--- config.mk ---
export PLATFORM = sky130hd
export DESIGN_NAME = muldiv_unit
export DESIGN_NICKNAME = d
export VERILOG_FILES = /design/src/rtl/riscv_md_pkg.sv /design/src/rtl/md_divider.sv /design/src/rtl/muldiv_unit.sv
export SDC_FILE = /design/constraint.sdc
export NUM_CORES = 2
export LEC_CHECK = 0
export ABC_AREA = 1
export BUFFER_PORTS_ARGS = -buffer_cell sky130_fd_sc_hd__buf_2
export CORE_UTILIZATION = 40
export DETAILED_ROUTE_END_ITERATION = 10
export PLACE_DENSITY = 0.63
export SLEW_MARGIN = 15
export SYNTH_ARGS = -nofsm -noshare
export SYNTH_HDL_FRONTEND = slang
export SYNTH_SLANG_ARGS = --single-unit
export TNS_END_PERCENT = 5
--- constraint.sdc ---
create_clock -name clk -period 8.07 [get_ports clk]
set_clock_uncertainty 0.1 [all_clocks]
set_input_delay 0.807 -clock clk [delete_from_list [all_inputs] [get_ports clk]]
set_output_delay 0.807 -clock clk [all_outputs]
set_load 0.05 [all_outputs]
--- src/rtl/riscv_md_pkg.sv ---
// Shared definitions for the RV32M multiply/divide execution unit:
// funct3 op codes, decode constants and the unit's FSM state encoding.
package riscv_md_pkg;

  // funct3 encodings of the M-extension operations
  typedef enum logic [2:0] {
    OP_MUL    = 3'b000,
    OP_MULH   = 3'b001,
    OP_MULHSU = 3'b010,
    OP_MULHU  = 3'b011,
    OP_DIV    = 3'b100,
    OP_DIVU   = 3'b101,
    OP_REM    = 3'b110,
    OP_REMU   = 3'b111
  } md_op_e;

  localparam logic [6:0] FUNCT7_MULDIV = 7'b0000001;
  localparam logic [1:0] ALUOP_RTYPE   = 2'b10;

  // Unit sequencing states
  typedef enum logic [1:0] {
    IDLE = 2'b00,
    MUL  = 2'b01,
    DIV  = 2'b10,
    DONE = 2'b11
  } md_state_e;

endpackage

--- src/rtl/md_divider.sv ---
// Iterative unsigned restoring divider: one quotient bit per cycle.
// A start pulse loads the operands; XLEN cycles later done rises and the
// quotient/remainder stay valid until the next start, flush or reset.
// A zero divisor is never started (handled upstream).
module md_divider #(
  parameter int XLEN = 32
) (
  input  logic            clk,
  input  logic            reset,
  input  logic            flush,
  input  logic            start,
  input  logic [XLEN-1:0] dividend,
  input  logic [XLEN-1:0] divisor,
  output logic            done,
  output logic [XLEN-1:0] quotient,
  output logic [XLEN-1:0] remainder
);

  localparam int CW = $clog2(XLEN);

  logic [XLEN-1:0] quo_reg;
  logic [XLEN-1:0] rem_reg;
  logic [XLEN-1:0] dvs_reg;
  logic [CW-1:0]   cnt_reg;
  logic            busy_reg;
  logic            done_reg;
  logic [XLEN:0]   shifted;
  logic [XLEN:0]   diff;

  // Trial subtraction of the divisor from the partial remainder shifted
  // left by one with the next dividend bit; the top bit of diff is the borrow.
  always_comb begin
    shifted = {rem_reg, quo_reg[XLEN-1]};
    diff    = shifted - {1'b0, dvs_reg};
  end

  // Load on start, then shift one quotient bit into quo_reg per cycle
  always_ff @(posedge clk) begin
    if (reset || flush) begin
      quo_reg  <= '0;
      rem_reg  <= '0;
      dvs_reg  <= '0;
      cnt_reg  <= '0;
      busy_reg <= 1'b0;
      done_reg <= 1'b0;
    end else if (start) begin
      quo_reg  <= dividend;
      rem_reg  <= '0;
      dvs_reg  <= divisor;
      cnt_reg  <= '0;
      busy_reg <= 1'b1;
      done_reg <= 1'b0;
    end else if (busy_reg) begin
      if (!diff[XLEN]) begin
        rem_reg <= diff[XLEN-1:0];
        quo_reg <= {quo_reg[XLEN-2:0], 1'b1};
      end else begin
        rem_reg <= shifted[XLEN-1:0];
        quo_reg <= {quo_reg[XLEN-2:0], 1'b0};
      end
      cnt_reg <= cnt_reg + CW'(1);
      if (cnt_reg == CW'(XLEN - 1)) begin
        busy_reg <= 1'b0;
        done_reg <= 1'b1;
      end
    end
  end

  assign done      = done_reg;
  assign quotient  = quo_reg;
  assign remainder = rem_reg;

endmodule

--- src/rtl/muldiv_unit.sv ---
// RV32M execution unit beside the main ALU. Accepts one op through a
// valid/ready handshake, runs MUL* with a fixed configurable latency and
// DIV*/REM* on an iterative divider (with one-cycle special cases), then
// holds the result until the consumer takes it.
module muldiv_unit
  import riscv_md_pkg::*;
#(
  parameter int XLEN        = 32,
  parameter int MUL_LATENCY = 1
) (
  input  logic            clk,
  input  logic            reset,
  input  logic            flush,
  input  logic            in_valid,
  output logic            in_ready,
  input  logic [1:0]      ALUOp,
  input  logic [6:0]      Funct7,
  input  logic [2:0]      Funct3,
  input  logic [XLEN-1:0] op_a,
  input  logic [XLEN-1:0] op_b,
  output logic            out_valid,
  input  logic            out_ready,
  output logic [XLEN-1:0] result,
  output logic            illegal,
  output logic            busy
);

  localparam int CNT_W = (MUL_LATENCY > 1) ? $clog2(MUL_LATENCY) : 1;
  localparam logic [XLEN-1:0] MIN_INT = {1'b1, {(XLEN-1){1'b0}}};

  md_state_e         state_reg, state_next;
  md_op_e            op_reg, op_next;
  logic [XLEN-1:0]   a_reg, a_next;
  logic [XLEN-1:0]   b_reg, b_next;
  logic [XLEN-1:0]   result_reg, result_next;
  logic              illegal_reg, illegal_next;
  logic [CNT_W-1:0]  cnt_reg, cnt_next;

  // request-side decode (valid only in the accept cycle)
  logic              is_m;
  logic              in_signed;
  logic              in_fast;
  logic [XLEN-1:0]   in_mag_a;
  logic [XLEN-1:0]   in_mag_b;

  // multiplier datapath
  logic              a_sgn;
  logic              b_sgn;
  logic [2*XLEN-1:0] a_ext;
  logic [2*XLEN-1:0] b_ext;
  logic [2*XLEN-1:0] product;
  logic [XLEN-1:0]   mul_result;

  // divider datapath
  logic              div_start;
  logic              div_done;
  logic [XLEN-1:0]   div_quo;
  logic [XLEN-1:0]   div_rem;
  logic              op_signed;
  logic              op_is_rem;
  logic              div_fast;
  logic              a_neg;
  logic              b_neg;
  logic [XLEN-1:0]   fast_result;
  logic [XLEN-1:0]   fix_result;

  // Decode the presented op and prepare divider operand magnitudes so the
  // first iteration can happen on the edge right after accept.
  always_comb begin
    is_m      = (ALUOp == ALUOP_RTYPE) && (Funct7 == FUNCT7_MULDIV);
    in_signed = ~Funct3[0];
    in_fast   = (op_b == '0) || (in_signed && (op_a == MIN_INT) && (op_b == '1));
    in_mag_a  = (in_signed && op_a[XLEN-1]) ? -op_a : op_a;
    in_mag_b  = (in_signed && op_b[XLEN-1]) ? -op_b : op_b;
  end

  // Full 2*XLEN product of the latched operands with per-op signedness
  always_comb begin
    a_sgn      = (op_reg == OP_MULH) || (op_reg == OP_MULHSU);
    b_sgn      = (op_reg == OP_MULH);
    a_ext      = {{XLEN{a_sgn & a_reg[XLEN-1]}}, a_reg};
    b_ext      = {{XLEN{b_sgn & b_reg[XLEN-1]}}, b_reg};
    product    = a_ext * b_ext;
    mul_result = (op_reg == OP_MUL) ? product[XLEN-1:0] : product[2*XLEN-1:XLEN];
  end

  // Divide special cases and sign fix-up of the unsigned core's results
  always_comb begin
    op_signed   = ~op_reg[0];
    op_is_rem   = op_reg[1];
    div_fast    = (b_reg == '0) ||
                  (op_signed && (a_reg == MIN_INT) && (b_reg == '1));
    // zero divisor: quotient all ones, remainder = dividend;
    // MIN_INT / -1 overflow: quotient = dividend, remainder = 0
    if (b_reg == '0) begin
      fast_result = op_is_rem ? a_reg : '1;
    end else begin
      fast_result = op_is_rem ? '0 : a_reg;
    end
    a_neg = op_signed & a_reg[XLEN-1];
    b_neg = op_signed & b_reg[XLEN-1];
    if (op_is_rem) begin
      fix_result = a_neg ? -div_rem : div_rem;
    end else begin
      fix_result = (a_neg ^ b_neg) ? -div_quo : div_quo;
    end
  end

  // Next-state and datapath load decisions; flush discards everything
  always_comb begin
    state_next   = state_reg;
    op_next      = op_reg;
    a_next       = a_reg;
    b_next       = b_reg;
    result_next  = result_reg;
    illegal_next = illegal_reg;
    cnt_next     = cnt_reg;
    div_start    = 1'b0;
    if (flush) begin
      state_next = IDLE;
    end else begin
      case (state_reg)
        IDLE: begin
          if (in_valid) begin
            op_next      = md_op_e'(Funct3);
            a_next       = op_a;
            b_next       = op_b;
            illegal_next = ~is_m;
            cnt_next     = '0;
            if (is_m && Funct3[2]) begin
              state_next = DIV;
              div_start  = ~in_fast;
            end else begin
              // non-M ops ride the MUL path and complete after one cycle
              state_next = MUL;
            end
          end
        end
        MUL: begin
          if (illegal_reg || (cnt_reg == CNT_W'(MUL_LATENCY - 1))) begin
            state_next  = DONE;
            result_next = illegal_reg ? '0 : mul_result;
          end else begin
            cnt_next = cnt_reg + CNT_W'(1);
          end
        end
        DIV: begin
          if (div_fast) begin
            state_next  = DONE;
            result_next = fast_result;
          end else if (div_done) begin
            state_next  = DONE;
            result_next = fix_result;
          end
        end
        DONE: begin
          if (out_ready) begin
            state_next = IDLE;
          end
        end
        default: state_next = IDLE;
      endcase
    end
  end

  // State register
  always_ff @(posedge clk) begin
    if (reset) begin
      state_reg <= IDLE;
    end else begin
      state_reg <= state_next;
    end
  end

  // Latched operands, result and latency counter
  always_ff @(posedge clk) begin
    if (reset) begin
      op_reg      <= OP_MUL;
      a_reg       <= '0;
      b_reg       <= '0;
      result_reg  <= '0;
      illegal_reg <= 1'b0;
      cnt_reg     <= '0;
    end else begin
      op_reg      <= op_next;
      a_reg       <= a_next;
      b_reg       <= b_next;
      result_reg  <= result_next;
      illegal_reg <= illegal_next;
      cnt_reg     <= cnt_next;
    end
  end

  md_divider #(
    .XLEN(XLEN)
  ) u_divider (
    .clk      (clk),
    .reset    (reset),
    .flush    (flush),
    .start    (div_start),
    .dividend (in_mag_a),
    .divisor  (in_mag_b),
    .done     (div_done),
    .quotient (div_quo),
    .remainder(div_rem)
  );

  assign in_ready  = (state_reg == IDLE);
  assign busy      = (state_reg != IDLE);
  assign out_valid = (state_reg == DONE);
  assign result    = result_reg;
  assign illegal   = illegal_reg;

endmodule

# --- Word-level counts from Yosys, hierarchy flattened ---
# Cells that the tools add are included.
word_totals:
  ram_bits: 0
  romBits: 0
  latch_bits: 0
  inputBits: 81
  n_memories: 0
  regBits: 206
  elab_cells: 112
  output_inout_bits: 36
op_classes:
  n_eq_ne: 17
  div_mod_pow: 0
  mux: 35
  shifts: 0
  add_sub_neg: 7
  magnitude_cmp: 0
  reduce_logical: 28
  bitwise: 11
  n_mul: 1
op_table:
  columns: ["op", "count"]
  rows:
  - ["32-bit 2-to-1 mux", 16]
  - ["32-bit == test, second input constant", 4]
  - ["32-bit negator", 4]
  - ["32-bit logical NOT", 2]
  - ["33-bit by 33-bit multiplier with 64-bit output", 1]
  - ["32-bit case mux with 2 select lines", 1]
  - ["33-bit by 32-bit subtractor with 33-bit output", 1]
  - ["2-bit 2-to-1 mux", 6]
  - ["4-bit AND reduction", 3]
  - ["1-bit 2-to-1 mux", 10]
  - ["1-bit logical AND", 8]
  - ["2-bit case mux with 4 select lines", 1]
  - ["2-bit nonzero test", 4]
  - ["7-bit by 1-bit == test with 1-bit output, second input constant", 1]
  - ["2-bit == test, second input constant", 3]
  - ["2-bit inequality test, second input constant", 3]
  - ["1-bit inverter", 6]
  - ["5-bit by 1-bit adder with 5-bit output, second input constant", 1]
  - ["5-bit == test, second input constant", 1]
  - ["1-bit logical OR", 5]
  - ["1-bit AND", 4]
  - ["2-bit OR reduction", 2]
  - ["3-bit by 1-bit == test with 1-bit output, second input constant", 1]
  - ["3-bit by 2-bit == test with 1-bit output, second input constant", 1]
  - ["other kinds (10)", 10]

# --- Longest topological paths before layout ---
logic_depth:
  depth_word: 10
  mapped_depth: 37
  mapped_depth_nobuf: 35

# --- Hierarchy ---
# A second synthesis with hierarchy kept.
hier_totals:
  cells_unflattened: 7807
  hier_area_um2: 55907.4
modules_own_cells:
  columns: ["mod", "cells_each", "instances", "area_per_inst_um2", "seq_area_each_um2"]
  rows:
  - ["muldiv_unit", 6603, 1, 48803.1, 2062.0]
  - ["md_divider", 1204, 1, 7104.3, 2062.0]

# --- Worst setup path after synthesis ---
# Ideal clock, no wire load.
synth_path:
  kind: "register to register"
  start: "register op_reg[1]"
  end: "register result_reg[25] (netlist: result[25])"
  t_arrival_ps: 7862
  path_buffers: 2
  slack_ps: 38
  path_stages_with_launch: 33
  period_less_slack_ps: 8032
  setup_time_ps: 70
  t_required_ps: 7900
  cell_sequence: "dfxtp_1 > buf_2 > inv_1 > nand3_1 > nand2_1 > nand2_1 > clkbuf_1 > nor2_1 > fa_1 > inv_1 > fa_1 > inv_1 > fa_1 > inv_1 > fa_1 > inv_1 > fa_1 > fa_1 > inv_1 > fa_1 > fa_1 > inv_1 > ha_1 > nand2_1 > nor2_1 > inv_1 > nor4_1 > nand3_1 > nand3_1 > nand2_1 > nand3_1 > nand2_1 > a21oi_1"
synth_between:
  elab_chain_len: 8
  word_cells_on_any_way: 17
  classes_between: "mul (1); eq/ne (2); mux (10); bitwise (2); reduce/logical (2)"
synth_lines:
  columns: ["element", "line", "rtl"]
  rows:
  - ["start: declaration", "muldiv_unit.sv:32", "md_op_e op_reg, op_next;"]
  - ["start signal: assignment", "muldiv_unit.sv:185", "op_reg <= op_next;"]
  - ["3-bit by 1-bit == test with 1-bit output / 3-bit by 2-bit == test with 1-bit output (equally long branches)", "muldiv_unit.sv:79, muldiv_unit.sv:80", null]
  - ["1-bit logical OR", "muldiv_unit.sv:79", "a_sgn = (op_reg == OP_MULH) || (op_reg == OP_MULHSU);"]
  - ["1-bit AND", "muldiv_unit.sv:81", "a_ext = {{XLEN{a_sgn & a_reg[XLEN-1]}}, a_reg};"]
  - ["33-bit by 33-bit multiplier with 64-bit output", "muldiv_unit.sv:83", "product = a_ext * b_ext;"]
  - ["32-bit 2-to-1 mux", "muldiv_unit.sv:84", "mul_result = (op_reg == OP_MUL) ? product[XLEN-1:0] : product[2*XLEN-1:XLEN];"]
  - ["32-bit 2-to-1 mux", "muldiv_unit.sv:142", "result_next = illegal_reg ? '0 : mul_result;"]
  - ["32-bit 2-to-1 mux", "muldiv_unit.sv:140", "if (illegal_reg || (cnt_reg == CNT_W'(MUL_LATENCY - 1))) begin"]
  - ["32-bit case mux with 2 select lines *", "muldiv_unit.sv:122", "case (state_reg)"]
  - ["end signal: assignment", "muldiv_unit.sv:188", "result_reg <= result_next;"]
  - ["end: declaration", "muldiv_unit.sv:35", "logic [XLEN-1:0] result_reg, result_next;"]
# Every way passes the cells marked *; elsewhere a longest branch is shown, timed or not. The select of a mux whose other input is x is not followed.
# A chain may end at the register's enable or synchronous reset.

# --- Worst setup path after layout ---
layout_path:
  start: "register b_reg[4]"
  end: "register result_reg[23] (netlist: result[23])"
layout_between:
  elab_chain_len: 5
  word_cells_on_any_way: 13
  classes_between: "mul (1); eq/ne (2); mux (6); reduce/logical (4)"
layout_lines:
  columns: ["element", "line", "rtl"]
  rows:
  - ["start: declaration", "muldiv_unit.sv:34", "logic [XLEN-1:0] b_reg, b_next;"]
  - ["start signal: assignment", "muldiv_unit.sv:187", "b_reg <= b_next;"]
  - ["33-bit by 33-bit multiplier with 64-bit output / 32-bit == test (equally long branches)", "muldiv_unit.sv:83, muldiv_unit.sv:92", null]
  - ["32-bit 2-to-1 mux / 1-bit logical AND (equally long branches)", "muldiv_unit.sv:84, muldiv_unit.sv:92", null]
  - ["32-bit 2-to-1 mux / 1-bit logical OR (equally long branches)", "muldiv_unit.sv:142, muldiv_unit.sv:91", null]
  - ["32-bit 2-to-1 mux, or another cell as far along", "muldiv_unit.sv:140", null]
  - ["32-bit case mux with 2 select lines / 4-bit AND reduction (equally long branches)", null, null]
# Parallel ways exist; a longest one is shown, timed or not. The select of a mux whose other input is x is not followed.

==> metrics.txt <==
# TYPE chip_impl_metric gauge
chip_impl_info{name="run_status",value="complete, no violations"} 1
chip_impl_metric{name="cts.clk_slew.worst_paths",unit="ns"} 0.06
chip_impl_info{name="rsz0062_at_grt",value="true"} 1
chip_impl_info{name="tritoncts",value="done"} 1
chip_impl_metric{name="postLayoutCoreUtil",unit="%"} 44.68
chip_impl_metric{name="ys_seq_area_share",unit="%"} 7.423
chip_impl_info{name="r2r_start",value="b_reg[4]"} 1
chip_impl_metric{name="critPathArrivalTime",unit="ns"} 8.22
chip_impl_info{name="critical_path_destination",value="result[23]"} 1
chip_impl_metric{name="met3_usage",unit="%"} 3.669
chip_impl_metric{name="place_congestion",unit=""} 0.9952
chip_impl_metric{name="number_of_clock_buffers_inserted_by_tritoncts",unit=""} 27
chip_impl_metric{name="total_switching_power",unit="uW"} 3584
chip_impl_info{name="mostFrequentLayoutCell",value="sky130_fd_sc_hd__nand2_1"} 1
chip_impl_metric{name="die_width",unit="um"} 374.7
chip_impl_metric{name="worst_ir_drop_vdd",unit="mV"} 0.1693
chip_impl_metric{name="cts.htree.levels",unit=""} 1
chip_impl_metric{name="grt_start_max_net_pins",unit=""} 95
chip_impl_info{name="top_library_cells_by_usage_in_the_layout_fill_and_taps_aside",value="sky130_fd_sc_hd__nand2_1, sky130_fd_sc_hd__inv_1, sky130_fd_sc_hd__fa_1"} 1
chip_impl_metric{name="power-per-cell-area",unit="mW/mm^2"} 116.0
chip_impl_metric{name="grt_use_total",unit="%"} 30.51
chip_impl_info{name="critical_path_most_common_cell",value="sky130_fd_sc_hd__fa_1"} 1
chip_impl_metric{name="core_region",unit="mm^2"} 0.1377
chip_impl_metric{name="fp.dieArea",unit="mm^2"} 0.1404
chip_impl_metric{name="grt.met2_usage",unit="%"} 46.10
chip_impl_metric{name="fin_nets",unit=""} 9338
chip_impl_metric{name="route.detailed.wl_per_inst",unit="um"} 21.81
chip_impl_metric{name="share_of_final_layout_standard_cells_stronger_than_drive_strength_1",unit="%"} 8.422
chip_impl_metric{name="remaining_drc_errors",unit=""} 0
chip_impl_metric{name="die_height",unit="um"} 374.7
chip_impl_metric{name="syn_nets",unit=""} 9187
chip_impl_metric{name="clock_insertion_delay_worst_skew",unit="ns"} 0.61
chip_impl_metric{name="seq_power_share",unit="%"} 16.1
chip_impl_metric{name="worst_relative_slew_slack",unit="%"} 23.00
chip_impl_metric{name="area.growth.synth_to_final",unit="%"} 10.72
chip_impl_metric{name="post_placement_setup_slack",unit="ns"} -0.1894
chip_impl_metric{name="globalRouteMet1Util",unit="%"} 41.91
chip_impl_metric{name="drt-initial-drc-count",unit=""} 5350
chip_impl_metric{name="timing.final.ws_setup",unit="ns"} 0.2312
chip_impl_metric{name="timing.fmax",unit="GHz"} 0.1276
chip_impl_metric{name="synth_area",unit="mm^2"} 0.05556
chip_impl_metric{name="timing.critical_path.fanout_max",unit=""} 8
chip_impl_metric{name="number_of_instances_in_the_synthesized_netlist",unit=""} 7725
chip_impl_metric{name="clock_sinks",unit=""} 206
chip_impl_metric{name="grt_pass1_vias",unit=""} 52060
chip_impl_metric{name="internal_portion_of_total_power",unit="uW"} 3550
chip_impl_metric{name="vias_cell",unit=""} 5.254
chip_impl_metric{name="detail-route-antenna-nets",unit=""} 0
chip_impl_info{name="min_path_type",value="in -> reg"} 1
chip_impl_info{name="slowest_stage",value="sky130_fd_sc_hd__dfxtp_1"} 1
chip_impl_info{name="type_of_destination_of_the_critical_path",value="flop"} 1
chip_impl_metric{name="timing_worst_slew_pin_value",unit="ns"} 1.151
chip_impl_metric{name="fin_setup_tns",unit="ns"} 0
chip_impl_metric{name="cp_slowest_stage_delay",unit="ns"} 0.62
chip_impl_metric{name="drt_first_pass_iters",unit=""} 8
chip_impl_metric{name="internal_reg_to_reg_setup_slack",unit="ns"} 0.23
chip_impl_metric{name="synthDominantCellAreaShare",unit="%"} 40.57
chip_impl_info{name="root_buffer",value="sky130_fd_sc_hd__clkbuf_16"} 1
chip_impl_metric{name="syn_area_per_cell",unit="um^2"} 7.192
chip_impl_metric{name="num_vias",unit=""} 50920
chip_impl_metric{name="ys_async_sr_fraction",unit="%"} 0
chip_impl_metric{name="pin_count",unit=""} 117
chip_impl_metric{name="cts_setup_buffers",unit=""} 0
chip_impl_metric{name="rr_worst_depth",unit=""} 28
chip_impl_metric{name="leakagePower",unit="uW"} 0.03208
chip_impl_metric{name="row_count",unit=""} 136
chip_impl_info{name="synth_top_cell_by_area",value="sky130_fd_sc_hd__fa_1"} 1
chip_impl_metric{name="power_switching_share",unit="%"} 50.23
chip_impl_metric{name="synth-edff-count",unit=""} 0
chip_impl_metric{name="finalHoldViolCount",unit=""} 0
chip_impl_metric{name="finalWirelength",unit="um"} 211400
chip_impl_metric{name="clock_tree.buffer_depth",unit=""} 3
chip_impl_info{name="ys.flop_type",value="sky130_fd_sc_hd__dfxtp_1"} 1
chip_impl_info{name="r2r_end",value="result[23]"} 1
chip_impl_metric{name="drv_cap",unit=""} 0
chip_impl_metric{name="critical_path_required",unit="ns"} 8.45
chip_impl_metric{name="layout_min_cycle_time",unit="ns"} 7.839
chip_impl_metric{name="synthDistinctLibCells",unit=""} 45
chip_impl_metric{name="number_of_slew_limit_violations_in_the_final_report",unit=""} 0
chip_impl_metric{name="share_clk_of_total_power",unit="%"} 19.3
chip_impl_metric{name="grt_antenna_before_repair",unit=""} 7
chip_impl_metric{name="period_share",unit="%"} 97.14
chip_impl_metric{name="report.final.setup_viol",unit=""} 0
chip_impl_metric{name="numPortBuffers",unit=""} 116
chip_impl_metric{name="initial_utilization",unit="%"} 40.36
chip_impl_metric{name="globalRouteOverflowTotal",unit=""} 0
chip_impl_info{name="worstSetupStartpoint",value="b_reg[4]"} 1
chip_impl_metric{name="grt_first_pass_wirelength",unit="um"} 323100
chip_impl_metric{name="number_of_storage_elements_in_the_synthesis_netlist",unit=""} 206
chip_impl_info{name="crit_path_start_kind",value="flop"} 1
chip_impl_metric{name="dpl.hpwl",unit="um"} 176000
chip_impl_info{name="crit_type",value="reg -> reg"} 1
chip_impl_metric{name="combinationalPowerShare",unit="%"} 64.6
chip_impl_info{name="busiest_layer",value="met2"} 1
chip_impl_metric{name="yosysWarningCount",unit=""} 0
chip_impl_info{name="post_synth_main_area_contributors",value="sky130_fd_sc_hd__fa_1, sky130_fd_sc_hd__nand2_1, sky130_fd_sc_hd__inv_1"} 1
[cells in the mapped netlist, types with 2 or more instances]
cell                       instances
sky130_fd_sc_hd__buf_1            16
sky130_fd_sc_hd__and2_1            3
sky130_fd_sc_hd__o211ai_1          9
sky130_fd_sc_hd__fa_1           1126
sky130_fd_sc_hd__o21bai_1         20
sky130_fd_sc_hd__inv_1          1946
sky130_fd_sc_hd__a21oi_1         381
sky130_fd_sc_hd__a21oi_2          20
sky130_fd_sc_hd__and3_1            2
sky130_fd_sc_hd__ha_1            255
sky130_fd_sc_hd__nor2_4            2
sky130_fd_sc_hd__nor2_1          412
sky130_fd_sc_hd__inv_2             9
sky130_fd_sc_hd__a31oi_1          15
sky130_fd_sc_hd__o31ai_1           2
sky130_fd_sc_hd__nor4_1            8
sky130_fd_sc_hd__nor3b_1           3
sky130_fd_sc_hd__o22ai_1           4
sky130_fd_sc_hd__o21ai_1           4
sky130_fd_sc_hd__o21a_1            6
sky130_fd_sc_hd__xor2_1           77
sky130_fd_sc_hd__clkbuf_1        285
sky130_fd_sc_hd__nor2_2            8
sky130_fd_sc_hd__nand2_2           4
sky130_fd_sc_hd__xnor2_1          26
sky130_fd_sc_hd__buf_6             9
sky130_fd_sc_hd__nand3_1         280
sky130_fd_sc_hd__nand2_1        2028
sky130_fd_sc_hd__nand4_1          60
sky130_fd_sc_hd__o21ai_2           2
sky130_fd_sc_hd__o21ai_0         345
sky130_fd_sc_hd__a21boi_0          5
sky130_fd_sc_hd__clkinv_1          3
sky130_fd_sc_hd__buf_4             4
sky130_fd_sc_hd__buf_2            65
sky130_fd_sc_hd__or2_2             5
sky130_fd_sc_hd__dfxtp_1         206
sky130_fd_sc_hd__nor3_1           51
sky130_fd_sc_hd__nand3_2           6
sky130_fd_sc_hd__nand3b_1          8
[per-stage QoR]
step / hold WS (ns) / cells / instance area (um^2) / total power [uW]
after CTS: 0.3235 / 9690 / 61340 / 7053
after global routing: 0.3379 / 9690 / 61510 / 7604
after detailed placement: 0.3454 / 9641 / 60380 / 5653
final: 0.3411 / 9692 / 61510 / 7134
after floorplan: 0.3227 / 7725 / 55560 / 3555
after global placement: 0.3377 / 9641 / 60380 / 5628
[cell type report]
type / count / area (um^2)
diodes: 2 / 5.005
fillers: 14000 / 76150
multi-input cells: 5182 / 42670
well taps: 1794 / 2245
repair buffers: 501 / 4146
flip-flops and latches: 206 / 4135
clock inverters: 14 / 222.7
clock buffers: 35 / 735.7
inverters: 1958 / 7350
[worst max-delay path: cells and delay by family (launching register included)]
| family | cells | cell delay, ns |
|---|---|---|
| adders and majority gates | 9 | 4.55 |
| and+or+nand+nor | 8 | 1.13 |
| buffers and inverters | 9 | 1.03 |
| DFF | 1 | 0.62 |
| AOI/OAI and AO/OA | 2 | 0.27 |
[power groups by stage]
stage / clock (uW) / sequential (uW) / combinational (uW)
after floorplan: 0 / 1140 / 2420
after global placement: 0 / 1170 / 4460
after detailed placement: 0 / 1170 / 4490
after CTS: 1390 / 1150 / 4520
after global routing: 1420 / 1150 / 5030
final: 1380 / 1150 / 4610
[worst min-delay path by stage]
stage          slack, ns       to  cells past startpoint     from
3_5_place_dp        0.35  cnt_reg                      2  cnt_reg
4_1_cts             0.32  cnt_reg                      2    reset
2_1_floorplan       0.32  cnt_reg                      2  cnt_reg
3_3_place_gp        0.34  cnt_reg                      2  cnt_reg
5_1_grt             0.34  cnt_reg                      2    reset
6_report            0.34  cnt_reg                      2    reset
[layer usage]
layer	part of all wire [%]	up-vias
met1	41	25130
met5	0.013	-
li1	-	22870
met4	7.2	4
met2	43	2453
met3	8.4	468
[cell families after synthesis]
family	share of synthesized area, %
AO/OA/AOI/OAI	7.704
XOR/XNOR	1.624
adder cells (fa/ha/maj)	46.31
buffers and inverters	16.08
flip-flops	7.423
AND/OR/NAND/NOR	20.85
[timing repair]
item                                    4_1_cts  5_1_grt
hold buffers                                  0        0
gates resized for setup                       3       59
endpoints found under the setup margin        9       32
pin swaps                                     0        3
Power figures use the tool's default switching activity.
